**src/rtl/cu_sequencer_pkg.sv**
```systemverilog
// Shared constants for the cu_sequencer control unit.
// Opcode map, ALU codes, MUX selects and FSM states.
package cu_sequencer_pkg;

   typedef enum logic [1:0] {FETCH, EXEC, HALT} state_t;

   localparam logic [2:0] ALU_ADD = 3'b000;
   localparam logic [2:0] ALU_SUB = 3'b001;
   localparam logic [2:0] ALU_AND = 3'b010;
   localparam logic [2:0] ALU_OR  = 3'b011;
   localparam logic [2:0] ALU_NOT = 3'b100;
   localparam logic [2:0] ALU_XOR = 3'b101;
   localparam logic [2:0] ALU_SHL = 3'b110;
   localparam logic [2:0] ALU_SHR = 3'b111;

   localparam logic [1:0] SA_A    = 2'b00;
   localparam logic [1:0] SA_B    = 2'b01;
   localparam logic [1:0] SA_ZERO = 2'b11;
   localparam logic [1:0] SB_B    = 2'b00;
   localparam logic [1:0] SB_A    = 2'b01;
   localparam logic [1:0] SB_LIT  = 2'b10;

   localparam logic [4:0] G_MOV = 5'd0;
   localparam logic [4:0] G_ADD = 5'd1;
   localparam logic [4:0] G_SUB = 5'd2;
   localparam logic [4:0] G_AND = 5'd3;
   localparam logic [4:0] G_OR  = 5'd4;
   localparam logic [4:0] G_NOT = 5'd5;
   localparam logic [4:0] G_XOR = 5'd6;
   localparam logic [4:0] G_SHL = 5'd7;
   localparam logic [4:0] G_SHR = 5'd8;
   localparam logic [4:0] G_INC = 5'd9;

   localparam logic [6:0] OP_ALU_MAX = 7'h24;
   localparam logic [6:0] OP_JMP = 7'h40;
   localparam logic [6:0] OP_JEQ = 7'h41;
   localparam logic [6:0] OP_JNE = 7'h42;
   localparam logic [6:0] OP_JCS = 7'h43;
   localparam logic [6:0] OP_JMI = 7'h44;
   localparam logic [6:0] OP_HLT = 7'h7F;

   function automatic logic [2:0] grp_alu(input logic [4:0] g);
      unique case (g)
         G_MOV:   grp_alu = ALU_OR;
         G_ADD:   grp_alu = ALU_ADD;
         G_SUB:   grp_alu = ALU_SUB;
         G_AND:   grp_alu = ALU_AND;
         G_OR:    grp_alu = ALU_OR;
         G_NOT:   grp_alu = ALU_NOT;
         G_XOR:   grp_alu = ALU_XOR;
         G_SHL:   grp_alu = ALU_SHL;
         G_SHR:   grp_alu = ALU_SHR;
         default: grp_alu = ALU_ADD;
      endcase
   endfunction

endpackage

```
**src/rtl/cu_sequencer_if.sv**
```systemverilog
// Instruction-memory fetch port of the cu_sequencer.
// master = sequencer side, slave = memory side.
interface cu_sequencer_if #(
   parameter int OPW = 7,
   parameter int DW  = 8,
   parameter int PCW = 8
) ();
   logic [PCW-1:0]    im_addr;
   logic              im_req;
   logic              im_ack;
   logic [OPW+DW-1:0] im_data;

   modport master (output im_addr, im_req, input im_ack, im_data);
   modport slave  (input im_addr, im_req, output im_ack, im_data);
endinterface

```
**src/rtl/cu_sequencer_decode.sv**
```systemverilog
// Combinational opcode decoder for cu_sequencer.
// Jump opcodes decode only when CU_JUMP_EN is defined.
module cu_decode
   import cu_sequencer_pkg::*;
#(
   parameter int OPW = 7
) (
   input  logic [OPW-1:0] opcode,
   output logic           la,
   output logic           lb,
   output logic [1:0]     sa,
   output logic [1:0]     sb,
   output logic [2:0]     alu_s,
   output logic           is_alu,
   output logic           is_mov,
   output logic           is_jmp,
   output logic           is_hlt,
   output logic           illegal
);
   logic       hi_bad;
   logic [6:0] op7;
   logic [4:0] grp;
   logic [1:0] v;
   logic       unary;

   if (OPW > 7) begin : g_hi
      assign hi_bad = |opcode[OPW-1:7];
   end else begin : g_nohi
      assign hi_bad = 1'b0;
   end

   assign op7   = opcode[6:0];
   assign grp   = op7[6:2];
   assign v     = op7[1:0];
   assign unary = (grp == G_NOT) || (grp == G_SHL) || (grp == G_SHR);

   always_comb begin
      la      = 1'b0;
      lb      = 1'b0;
      sa      = SA_A;
      sb      = SB_B;
      alu_s   = ALU_ADD;
      is_alu  = 1'b0;
      is_mov  = 1'b0;
      is_jmp  = 1'b0;
      is_hlt  = 1'b0;
      illegal = 1'b0;
      if (hi_bad) begin
         illegal = 1'b1;
      end else if (op7 <= OP_ALU_MAX) begin
         is_alu = 1'b1;
         alu_s  = grp_alu(grp);
         if (grp == G_MOV) begin
            is_mov = 1'b1;
            la = ~v[0];
            lb = v[0];
            sa = SA_ZERO;
            sb = v[1] ? SB_LIT : (v[0] ? SB_A : SB_B);
         end else if (grp == G_INC) begin
            lb = 1'b1;
            sa = SA_B;
            sb = SB_LIT;
         end else if (unary) begin
            // variant bit1 picks destination, bit0 picks source
            la = ~v[1];
            lb = v[1];
            sa = v[0] ? SA_B : SA_A;
         end else begin
            la = ~v[0];
            lb = v[0];
            sa = (v == 2'd3) ? SA_B : SA_A;
            sb = v[1] ? SB_LIT : SB_B;
         end
      end else if (op7 == OP_HLT) begin
         is_hlt = 1'b1;
`ifdef CU_JUMP_EN
      end else if (op7 >= OP_JMP && op7 <= OP_JMI) begin
         is_jmp = 1'b1;
`endif
      end else begin
         illegal = 1'b1;
      end
   end
endmodule

```
**src/rtl/cu_sequencer.sv**
```systemverilog
// Multi-cycle fetch/exec control sequencer; define CU_JUMP_EN
// to enable the conditional jump opcodes 0x40-0x44.
module cu_sequencer
   import cu_sequencer_pkg::*;
#(
   parameter int OPW      = 7,
   parameter int DW       = 8,
   parameter int PCW      = 8,
   parameter int RESET_PC = 0
) (
   input  logic           clk,
   input  logic           rst,
   cu_sequencer_if.master im,
   input  logic           alu_z,
   input  logic           alu_n,
   input  logic           alu_c,
   output logic           LA,
   output logic           LB,
   output logic [1:0]     SA,
   output logic [1:0]     SB,
   output logic [2:0]     alu_s,
   output logic [DW-1:0]  lit,
   output logic [PCW-1:0] pc,
   output logic           halt,
   output logic           err
);
   state_t            state, state_n;
   logic [OPW+DW-1:0] ir;
   logic [OPW-1:0]    ir_op;
   logic [DW-1:0]     ir_lit;
   logic              flag_z, flag_n, flag_c;
   logic              d_la, d_lb, d_alu, d_mov, d_jmp, d_hlt, d_ill;
   logic [1:0]        d_sa, d_sb;
   logic [2:0]        d_alu_s;
   logic [PCW-1:0]    tgt;
   logic              take;

   assign ir_op  = ir[OPW+DW-1:DW];
   assign ir_lit = ir[DW-1:0];

   cu_decode #(.OPW(OPW)) u_dec (
      .opcode  (ir_op),
      .la      (d_la),
      .lb      (d_lb),
      .sa      (d_sa),
      .sb      (d_sb),
      .alu_s   (d_alu_s),
      .is_alu  (d_alu),
      .is_mov  (d_mov),
      .is_jmp  (d_jmp),
      .is_hlt  (d_hlt),
      .illegal (d_ill)
   );

   if (DW >= PCW) begin : g_tgt_trunc
      assign tgt = ir_lit[PCW-1:0];
   end else begin : g_tgt_zext
      assign tgt = {{(PCW-DW){1'b0}}, ir_lit};
   end

   always_comb begin
      take = 1'b0;
      unique case (ir_op[6:0])
         OP_JMP:  take = 1'b1;
         OP_JEQ:  take = flag_z;
         OP_JNE:  take = ~flag_z;
         OP_JCS:  take = flag_c;
         OP_JMI:  take = flag_n;
         default: take = 1'b0;
      endcase
      take = take & d_jmp;
   end

   always_ff @(posedge clk) begin
      if (rst) begin
         state  <= FETCH;
         pc     <= PCW'(RESET_PC);
         ir     <= '0;
         flag_z <= 1'b0;
         flag_n <= 1'b0;
         flag_c <= 1'b0;
         err    <= 1'b0;
      end else begin
         state <= state_n;
         if (state == FETCH && im.im_ack) ir <= im.im_data;
         if (state == EXEC && !d_hlt) begin
            pc <= take ? tgt : pc + 1'b1;
            if (d_alu && !d_mov) begin
               flag_z <= alu_z;
               flag_n <= alu_n;
               flag_c <= alu_c;
            end
            if (d_ill) err <= 1'b1;
         end
      end
   end

   always_comb begin
      state_n   = state;
      im.im_req = 1'b0;
      LA        = 1'b0;
      LB        = 1'b0;
      SA        = SA_A;
      SB        = SB_B;
      alu_s     = ALU_ADD;
      halt      = 1'b0;
      lit       = ir_lit;
      unique case (state)
         FETCH: begin
            im.im_req = 1'b1;
            if (im.im_ack) state_n = EXEC;
         end
         EXEC: begin
            // register loads must never fire in a reset cycle
            LA      = d_la & ~rst;
            LB      = d_lb & ~rst;
            SA      = d_sa;
            SB      = d_sb;
            alu_s   = d_alu_s;
            state_n = d_hlt ? HALT : FETCH;
         end
         HALT: begin
            halt = 1'b1;
            lit  = '0;
         end
         default: state_n = FETCH;
      endcase
   end

   assign im.im_addr = pc;
endmodule

```
**src/flat_wrapper.sv**
```systemverilog
// flat-port wrapper written by rule: the top's interface ports become plain ports
module cu_sequencer_flat import cu_sequencer_pkg::*;
#(
   parameter int OPW      = 7,
   parameter int DW       = 8,
   parameter int PCW      = 8,
   parameter int RESET_PC = 0
)
  (clk, rst, alu_z, alu_n, alu_c, LA, LB, SA, SB, alu_s, lit, pc, halt, err, im_im_addr, im_im_req, im_im_ack, im_im_data);
  cu_sequencer_if #(.OPW(OPW), .DW(DW), .PCW(PCW)) im_i ();
  input  logic clk;
  input  logic rst;
  input  logic alu_z;
  input  logic alu_n;
  input  logic alu_c;
  output logic LA;
  output logic LB;
  output logic [1:0] SA;
  output logic [1:0] SB;
  output logic [2:0] alu_s;
  output logic [DW-1:0] lit;
  output logic [PCW-1:0] pc;
  output logic halt;
  output logic err;
  output wire logic [$bits(im_i.im_addr)-1:0] im_im_addr;
  output wire logic [$bits(im_i.im_req)-1:0] im_im_req;
  input wire logic [$bits(im_i.im_ack)-1:0] im_im_ack;
  input wire logic [$bits(im_i.im_data)-1:0] im_im_data;
  assign im_im_addr = im_i.im_addr;
  assign im_im_req = im_i.im_req;
  assign im_i.im_ack = im_im_ack;
  assign im_i.im_data = im_im_data;
  cu_sequencer #(.OPW(OPW), .DW(DW), .PCW(PCW), .RESET_PC(RESET_PC)) u_core (.clk(clk), .rst(rst), .im(im_i), .alu_z(alu_z), .alu_n(alu_n), .alu_c(alu_c), .LA(LA), .LB(LB), .SA(SA), .SB(SB), .alu_s(alu_s), .lit(lit), .pc(pc), .halt(halt), .err(err));
endmodule
```
**config.mk**
```make
export PLATFORM = sky130hd
export DESIGN_NAME = cu_sequencer_flat
export DESIGN_NICKNAME = d
export VERILOG_FILES = /design/src/rtl/cu_sequencer_pkg.sv /design/src/rtl/cu_sequencer_if.sv /design/src/rtl/cu_sequencer_decode.sv /design/src/rtl/cu_sequencer.sv /design/src/flat_wrapper.sv
export SDC_FILE = /design/constraint.sdc
export NUM_CORES = 1
export LEC_CHECK = 0
export CORE_MARGIN = 2
export CORE_UTILIZATION = 30
export DETAILED_ROUTE_END_ITERATION = 12
export PLACE_DENSITY = 0.57
export SYNTH_ARGS = -nofsm -noshare
export SYNTH_HDL_FRONTEND = slang
export SYNTH_SLANG_ARGS = --single-unit
```
**constraint.sdc**
```tcl
create_clock -name clk -period 3.7 [get_ports clk]
set_input_delay 0.555 -clock clk [delete_from_list [all_inputs] [get_ports clk]]
set_output_delay 0.555 -clock clk [all_outputs]
set_load 0.03 [all_outputs]
```
# Word-level counts from Yosys, hierarchy flattened

Memories as Yosys holds them, arrays and structs flattened. A register that Yosys moved wholly into a read port is not among the register bits.
Cells that the tools add are included.

Register bits after elaboration: 26
Bits in latches: 0
Bits in writable memories: 0
Memory bits (read-only): 48
Input port bits: 21
Output and inout port bits: 36
Logic and storage cells: 70
Memories kept: 1

Memory list:

| memory           | words | bits a word | read ports | clocked after Yosys merged registers in | wr ports | line                   | source |
|---|---|---|---|---|---|---|---|
| (name not given) | 16    | 3           | 1          | 1                                       | 0        | cu_sequencer_pkg.sv:43 | `unique case (g)` |

$add $sub $neg: 1
Multiply operators: 0
Divide/modulo/power cells: 0
$lt $le $gt $ge: 1
Equality and inequality tests: 9
Shift operators: 0
Mux-type cells: 39
Bitwise logic cells: 6
Reduce and logical (&&, ||, !) cells: 9

Operator list:

| kind                                                                  | number |
|---|---|
| 2-bit two-way mux                                                     | 12 |
| 1-bit two-way mux                                                     | 20 |
| 5-bit by 3-bit equality test with 1-bit output, second input constant | 2 |
| 5-bit by 4-bit equality test with 1-bit output, second input constant | 2 |
| 3-bit two-way mux                                                     | 3 |
| 8-bit by 1-bit adder with 8-bit output, second input constant         | 1 |
| 4-bit two-way mux                                                     | 2 |
| 8-bit two-way mux                                                     | 1 |
| 7-bit equality test, second input constant                            | 1 |
| 7-bit by 6-bit <= comparator with 1-bit output, second input constant | 1 |
| 2-bit one-hot mux with 3 select lines                                 | 1 |
| 5-bit zero test                                                       | 1 |
| 2-bit equality test, second input constant                            | 2 |
| 1-bit NOT                                                             | 4 |
| 2-bit AND reduction                                                   | 2 |
| 1-bit bitwise AND                                                     | 2 |
| 2-bit by 1-bit equality test with 1-bit output, second input constant | 1 |
| 1-bit logical AND                                                     | 2 |
| 2-bit zero test                                                       | 1 |
| 1-bit logical OR                                                      | 2 |
| 2-bit inequality test, second input constant                          | 1 |
| 1-bit zero test                                                       | 1 |

# Longest topological paths before layout

Gate-level depths: netlist (run 1).

Depth in word-level cells: 9
Depth in mapped cells: 9
Depth with buffers taken out: 8

# By module

Synthesis (run 1) repeated with hierarchy kept, for this count alone.

Cell total of the unflattened synthesis: 239
Area, all modules: 1808.0 um2

Modules (own cells, without submodules):

| module       | instances | cells an instance | area each (um2) | sequential area each (um2) |
|---|---|---|---|---|
| cu_sequencer | 1         | 188               | 1478.9          | 580.6 |
| cu_decode    | 1         | 51                | 329.1           | 0.0 |

# Least setup slack after synthesis (run 1)

Ideal clock, no wire load.

Path kind: flip-flop to output port
Start point: reg u_core.ir[12]
End point: out LA
Data arrival time: 2.129 ns
Required time: 3.145 ns
Slack: 1.016 ns
Stages on the path, launching flop included: 6
Buffers on the path: 1
Cell sequence: dfxtp_1 -> buf_6 -> or4b_1 -> a21oi_2 -> mux2i_1 -> nor3b_1

Word-level cells in the longest chain between the ends: 9
Elaborated cells on any way between the ends: 14
Classes of those cells: order compare: 1; eq/ne: 4; mux: 5; bitwise: 1; reduce/logical: 3

RTL lines:

| what                                           | line                      | source |
|---|---|---|
| from (decl)                                    | cu_sequencer.sv:28        | `logic [OPW+DW-1:0] ir;` |
| from (signal assigned)                         | cu_sequencer.sv:85        | `if (state == FETCH && im.im_ack) ir <= im.im_data;` |
| 5-bit by 3-bit equality test with 1-bit output | cu_sequencer_decode.sv:35 | `assign unary = (grp == G_NOT) \|\| (grp == G_SHL) \|\| (grp == G_SHR);` |
| 1-bit logical OR (2 in series)                 | cu_sequencer_decode.sv:35 |  |
| 1-bit two-way mux                              | cu_sequencer_decode.sv:63 | `end else if (unary) begin` |
| 1-bit two-way mux                              | cu_sequencer_decode.sv:59 | `end else if (grp == G_INC) begin` |
| 1-bit two-way mux                              | cu_sequencer_decode.sv:53 | `if (grp == G_MOV) begin` |
| 1-bit two-way mux (*)                          | cu_sequencer_decode.sv:50 | `end else if (op7 <= OP_ALU_MAX) begin` |
| 1-bit bitwise AND (*)                          | cu_sequencer.sv:115       | `LA = d_la & ~rst;` |
| 1-bit two-way mux (*)                          | cu_sequencer.sv:108       | `unique case (state)` |
| to (decl)                                      | flat_wrapper.sv:16        | `output logic LA;` |

Mark *: on every way between the ends. The rest lies on a longest branch, timed or not.

# Final worst setup path (run 1)

Start point: reg u_core.ir[13]
End point: out LA

Same word-level chain as after synthesis.

==> results of run 1 <==
[cells in the final DEF (no fill, tap or decap), types with 2 or more instances in the layout]
master,Yosys,final
clkdlybuf4s50_1,0,53
nand2_1,31,31
dfxtp_1,29,29
a21oi_1,22,22
nor2_1,13,13
and2_1,11,11
o21ai_0,8,8
clkbuf_8,0,6
or3_1,5,5
inv_1,4,4
nor3_1,3,3
nor3b_1,3,3
mux2i_1,3,3
nand4_1,3,3
nand2b_1,2,2
o211ai_1,2,2
xor2_1,2,2
ha_1,2,2
buf_4,8,2
[worst paths after layout]
check / end / slack [ns] / cells past startpoint
max: LA / 0.56 / 5
min: u_core.ir[5]$_SDFFE_PP0N_ / 0.45 / 2
max reg2reg: register / 1.76 / 8
min reg2reg: u_core.ir[5]$_SDFFE_PP0N_ / 0.45 / 2
[final cells by class]
cell class	count	share of cell area (%)
inverter	4	0.713
tap	67	3.98
clock buffer	7	4.10
timing repair buffer	55	25.9
clock inverter	1	1.43
sequential	29	27.6
multi-input combinational	132	36.3
[metrics by stage]
step	setup WS, ns	total power, uW
2_1_floorplan	1.02	430
4_1_cts	0.548	823
3_5_place_dp	0.857	484
3_3_place_gp	0.859	483
5_1_grt	0.386	853
6_report	0.559	814
[kinds of logic after synthesis]
| logic type | after synthesis | share of synthesized area (%) |
|---|---|---|
| flip-flops | 29 | 39.7 |
| adder cells (fa/ha/maj) | 2 | 1.71 |
| AO/OA/AOI/OAI | 40 | 16.0 |
| XOR/XNOR | 3 | 1.80 |
| multiplexers | 3 | 2.05 |
| AND/OR/NAND/NOR | 84 | 30.7 |
| buffers and inverters | 21 | 8.05 |
[layer usage]
metal	vias to the layer above	routed length [um]
met5	-	0
met4	0	73
met3	7	161
met2	38	1400
met1	581	1690
li1	700	-
[worst register-to-register path, cell delays in order, from the launching register on]
cell,delay [ns]
dfxtp_1,0.41
or3b_2,0.38
nand2_1,0.09
a21oi_1,0.24
inv_1,0.07
ha_1,0.21
nor2b_1,0.13
o21ai_0,0.14
o21ai_0,0.14
[power by group through the flow]
stage	Combinational, uW	Sequential (uW)	Clock, uW
floorplan	83.7	346	0
global route	146	345	362
CTS	136	342	346
global placement	135	348	0
detailed placement	135	349	0
finish	134	342	339
==> flow_summary.json, run 1 <==
{
  "end_kind": "output port",
  "fin_util_pct": 44.6,
  "rows": 25,
  "drv_cap": 0,
  "status": "complete, no violations",
  "powerDensity_nw_per_um2": 387,
  "fin_area_sq_um": 2100,
  "synth_top_area_share_pct": 39.7,
  "seq_area_frac_synth_pct": 39.7,
  "layout.nets": 250,
  "synth-edff-count": 0,
  "cts-buffers-inserted": 5,
  "dieWidth_um": 73.8,
  "critPathBufInv": 1,
  "required_ns": 3.14,
  "fmax_mhz": 318,
  "layout-drive-gt1-share_pct": 7.02,
  "async_reset_ff_share_pct": 0,
  "clock_sinks": 29,
  "cp_slowest_cell": "clkdlybuf4s50_1",
  "critPathLaunch": "u_core.ir[13]$_SDFFE_PP0N_",
  "antenna_found_initial": 0,
  "io_buffer_count": 53,
  "instances_no_fill": 295,
  "gr-total-overflow": 0,
  "clockBufferDepth": 2,
  "die_h_um": 73.8,
  "cp_max_fo": 9,
  "post_cts_resized": 0,
  "ir_worst_vdd_mv": 0.227,
  "hold_viol": 0,
  "crit_chain": "or4b_1 -> a21oi_2 -> mux2i_1 -> nor3b_1 -> clkdlybuf4s50_1",
  "critPathTopFamily": "buffers and inverters",
  "use_met2_pct": 19.0,
  "multiInputGateArea_sq_um": 763,
  "slowest_delay_ns": 0.70,
  "ctsHoldBuffers": 0,
  "sequentialPowerShare_pct": 42.0,
  "routed_wl_um": 3320,
  "pwr-share-comb_pct": 16.4,
  "grt_pass1_wl_um": 5290,
  "use_met3_pct": 4.12,
  "fin_crit_ns": 3.14,
  "ys.warnings.count": 0,
  "slew_headroom_pct": 76.3,
  "yosysMostFrequentCell": "nand2_1",
  "dpl.hpwl_um": 2420,
  "timing.rr.start": "u_core.state[0]$_SDFFE_PP0P_",
  "synth_area_leaders": "dfxtp_1 40%, nand2_1 8.0%, a21oi_1 7.5%",
  "regArea_sq_um": 581,
  "holdCritStartpoint": "u_core.ir[5]$_SDFFE_PP0N_",
  "insertion_delay_ns": 0.28,
  "fillers": 493,
  "p_int_uw": 611,
  "h-tree-depth": 2,
  "yosys.area.top_type": "dfxtp_1",
  "via_count": 1326,
  "setup_viol": 0,
  "gp_congestion": 0.823,
  "tns_ns": 0,
  "rsz0062_at_grt": "false",
  "path_clk_slew_ns": 0.06,
  "worst_pin_slew_ns": 0.356,
  "power_frac_clock_pct": 41.6,
  "placed_cells": 287,
  "post_drt_wl_per_cell_um": 11.3,
  "fin_worst_skew_ns": 0.00720,
  "top_usage_layer": "met2",
  "drc": 0,
  "grt_max_degree": 29,
  "cts_root_buf": "clkbuf_8",
  "netSwitchingFraction_pct": 24.9,
  "start_util_pct": 30.9,
  "ant_nets": 0,
  "grt_usage_pct": 13.0,
  "synthFlopType": "dfxtp_1",
  "viasPerCell": 4.49,
  "cp_data_arrival_time_ns": 2.59,
  "criticalPathCategory": "register to output port",
  "syn-cell-area_sq_um": 1460,
  "postSynthAreaPerCell_sq_um": 8.03,
  "cts_tree": "done",
  "fp.coreArea_sq_um": 4720,
  "synthCells": 182,
  "synthTopCellsByCount": "31 x nand2_1, 29 x dfxtp_1, 22 x a21oi_1, 13 x nor2_1, 11 x and2_1",
  "drv_slew": 0,
  "worstHoldPathType": "register to register",
  "synth.distinct_cells": 42,
  "firstDrtPassIters": 4,
  "p_leak_uw": 0.000755,
  "die_area_sq_um": 5450,
  "whs_ns": 0.450,
  "placed_area_sq_um": 1990,
  "synth_nets": 205,
  "use_met1_pct": 17.1,
  "ys_ff_latch": 29,
  "cp-start-kind": "register",
  "grt_pass1_vias": 1146,
  "cts_setup_buffers": 0,
  "diodes": 0,
  "area_delta_synth_final_pct": 44.0,
  "fin_crit_sh_pct": 84.9,
  "p_sw_uw": 203,
  "drt_iter0_drc": 54,
  "pin_count": 57
}
Power figures use the tool's default switching activity.
==> run 2, diff against run 1 <==
PLACE_DENSITY = 0.59   (was 0.57)
clock period = 2.7 ns   (was 3.7 ns; I/O delays follow)
==> run 2 against run 1 <==
First-iteration DRC count increased by 98%. Hold slack about the same. Combinational power increased by 40%. Critical path depth unchanged.
==> flow_summary.json, run 2 (synthesis results as in run 1) <==
{
  "grt_pass1_vias": 1147,
  "clockBufferDepth": 2,
  "insertion_delay_ns": 0.28,
  "fmax_mhz": 390,
  "diodes": 0,
  "p_int_uw": 716,
  "critPathTopFamily": "simple AND/OR/NAND/NOR gates",
  "power_frac_clock_pct": 34.1,
  "final_common_cell": "clkdlybuf4s50_1",
  "drv_cap": 0,
  "slowest_delay_ns": 0.49,
  "criticalPathCategory": "register to output port",
  "pwr-share-comb_pct": 18.9,
  "via_count": 1369,
  "status": "complete, no violations",
  "fin_worst_skew_ns": 0.00968,
  "drv_slew": 0,
  "cp_slowest_cell": "or4b_1",
  "cp_max_fo": 9,
  "cts_tree": "done",
  "io_buffer_count": 53,
  "setup_viol": 0,
  "fin_crit_ns": 2.56,
  "layout.nets": 253,
  "cts-buffers-inserted": 5,
  "rsz0062_at_grt": "false",
  "firstDrtPassIters": 4,
  "post_drt_wl_per_cell_um": 11.1,
  "p_leak_uw": 0.000783,
  "gr-total-overflow": 0,
  "post_cts_resized": 5,
  "drc": 0,
  "ctsHoldBuffers": 0,
  "fp.coreArea_sq_um": 4720,
  "h-tree-depth": 2,
  "critPathBufInv": 1,
  "grt_max_degree": 26,
  "die_area_sq_um": 5450,
  "grt_usage_pct": 12.9,
  "dieWidth_um": 73.8,
  "path_clk_slew_ns": 0.06,
  "netSwitchingFraction_pct": 27.8,
  "dpl.hpwl_um": 2430,
  "required_ns": 2.30,
  "crit_chain": "or4b_1 -> a21oi_2 -> mux2i_1 -> nor3b_1 -> buf_4",
  "area_delta_synth_final_pct": 42.5,
  "rows": 25,
  "p_sw_uw": 275,
  "powerDensity_nw_per_um2": 476,
  "die_h_um": 73.8,
  "fin_crit_sh_pct": 94.9,
  "cp-start-kind": "register",
  "cp_data_arrival_time_ns": 2.16,
  "worst_pin_slew_ns": 0.332,
  "sequentialPowerShare_pct": 47.0,
  "hold_viol": 0,
  "gp_congestion": 0.805,
  "clock_sinks": 29,
  "layout_common_cells": "46 x clkdlybuf4s50_1, 31 x nand2_1, 29 x dfxtp_1",
  "end_kind": "output port",
  "start_util_pct": 30.9,
  "fin_ws_ns": 0.137,
  "tns_ns": 0,
  "ant_nets": 0,
  "routed_wl_um": 3320,
  "ir_worst_vdd_mv": 0.290,
  "layout-drive-gt1-share_pct": 9.09,
  "pin_count": 57,
  "worstHoldPathType": "register to register",
  "grt_pass1_wl_um": 5400,
  "dp_slack_ns": 0.212,
  "drt_iter0_drc": 107,
  "cts_setup_buffers": 0,
  "slew_headroom_pct": 77.8,
  "antenna_found_initial": 0,
  "cts_root_buf": "clkbuf_8",
  "viasPerCell": 4.59
}
-- run 2: power by group through the flow --
stage	registers, uW	logic, uW	clock network (uW)
6_report	466	187	338
4_1_cts	466	189	356
5_1_grt	470	203	377
3_5_place_dp	475	191	0
2_1_floorplan	474	115	0
3_3_place_gp	475	191	0
-- run 2: layout make-up --
type | instances | area (sq um)
clock buffer | 6 | 72.6
clock inverter | 2 | 10.0
fill | 478 | 2640
inverter | 4 | 15.0
multi-input combinational | 132 | 763
sequential | 29 | 581
tap | 67 | 83.8
timing repair buffer | 58 | 557
-- run 2: worst register-to-register path, delay by kind of cell, from the launching register on --
| kind | cells | cell delay [ns] |
|---|---|---|
| buffers and inverters | 1 | 0.07 |
| and+or+nand+nor | 3 | 0.56 |
| DFF | 1 | 0.35 |
| adders and majority gates | 1 | 0.20 |
| AOI/OAI and AO/OA | 3 | 0.46 |
-- run 2: per-layer routing --
metal,routed length (um),GRT usage (%),share of wire (%),vias up
met5,0,0,0,-
met4,27,4.65,0.81,0
met3,193,3.84,5.8,2
met2,1510,18.9,45,46
met1,1590,17.9,48,605
li1,-,-,-,716
-- run 2: worst paths after layout --
path,startpoint,end,slack [ns],cells past startpoint
max,u_core.ir[13]$_SDFFE_PP0N_,LA,0.14,5
min reg2reg,u_core.ir[5]$_SDFFE_PP0N_,u_core.ir[5]$_SDFFE_PP0N_,0.45,2
min,u_core.ir[5]$_SDFFE_PP0N_,u_core.ir[5]$_SDFFE_PP0N_,0.45,2
max reg2reg,u_core.state[0]$_SDFFE_PP0P_,register,0.92,8
-- run 2: through the flow --
step	area, sq um	total power, uW	hold WS [ns]	utilization, %	cells
after floorplan	1460	589	0.432	-	182
after global placement	2010	666	0.438	42.5	290
after detailed placement	2010	666	0.442	42.5	290
after CTS	2080	1010	0.451	44.1	298
after global routing	2080	1050	0.466	44.1	298
final	2080	991	0.449	44.1	298
==> run 3, diff against run 2 <==
SLEW_MARGIN = 20   (was default)
==> results of run 3 <==
Same layout as run 2: the final DEF is identical, and so are final timing and power.
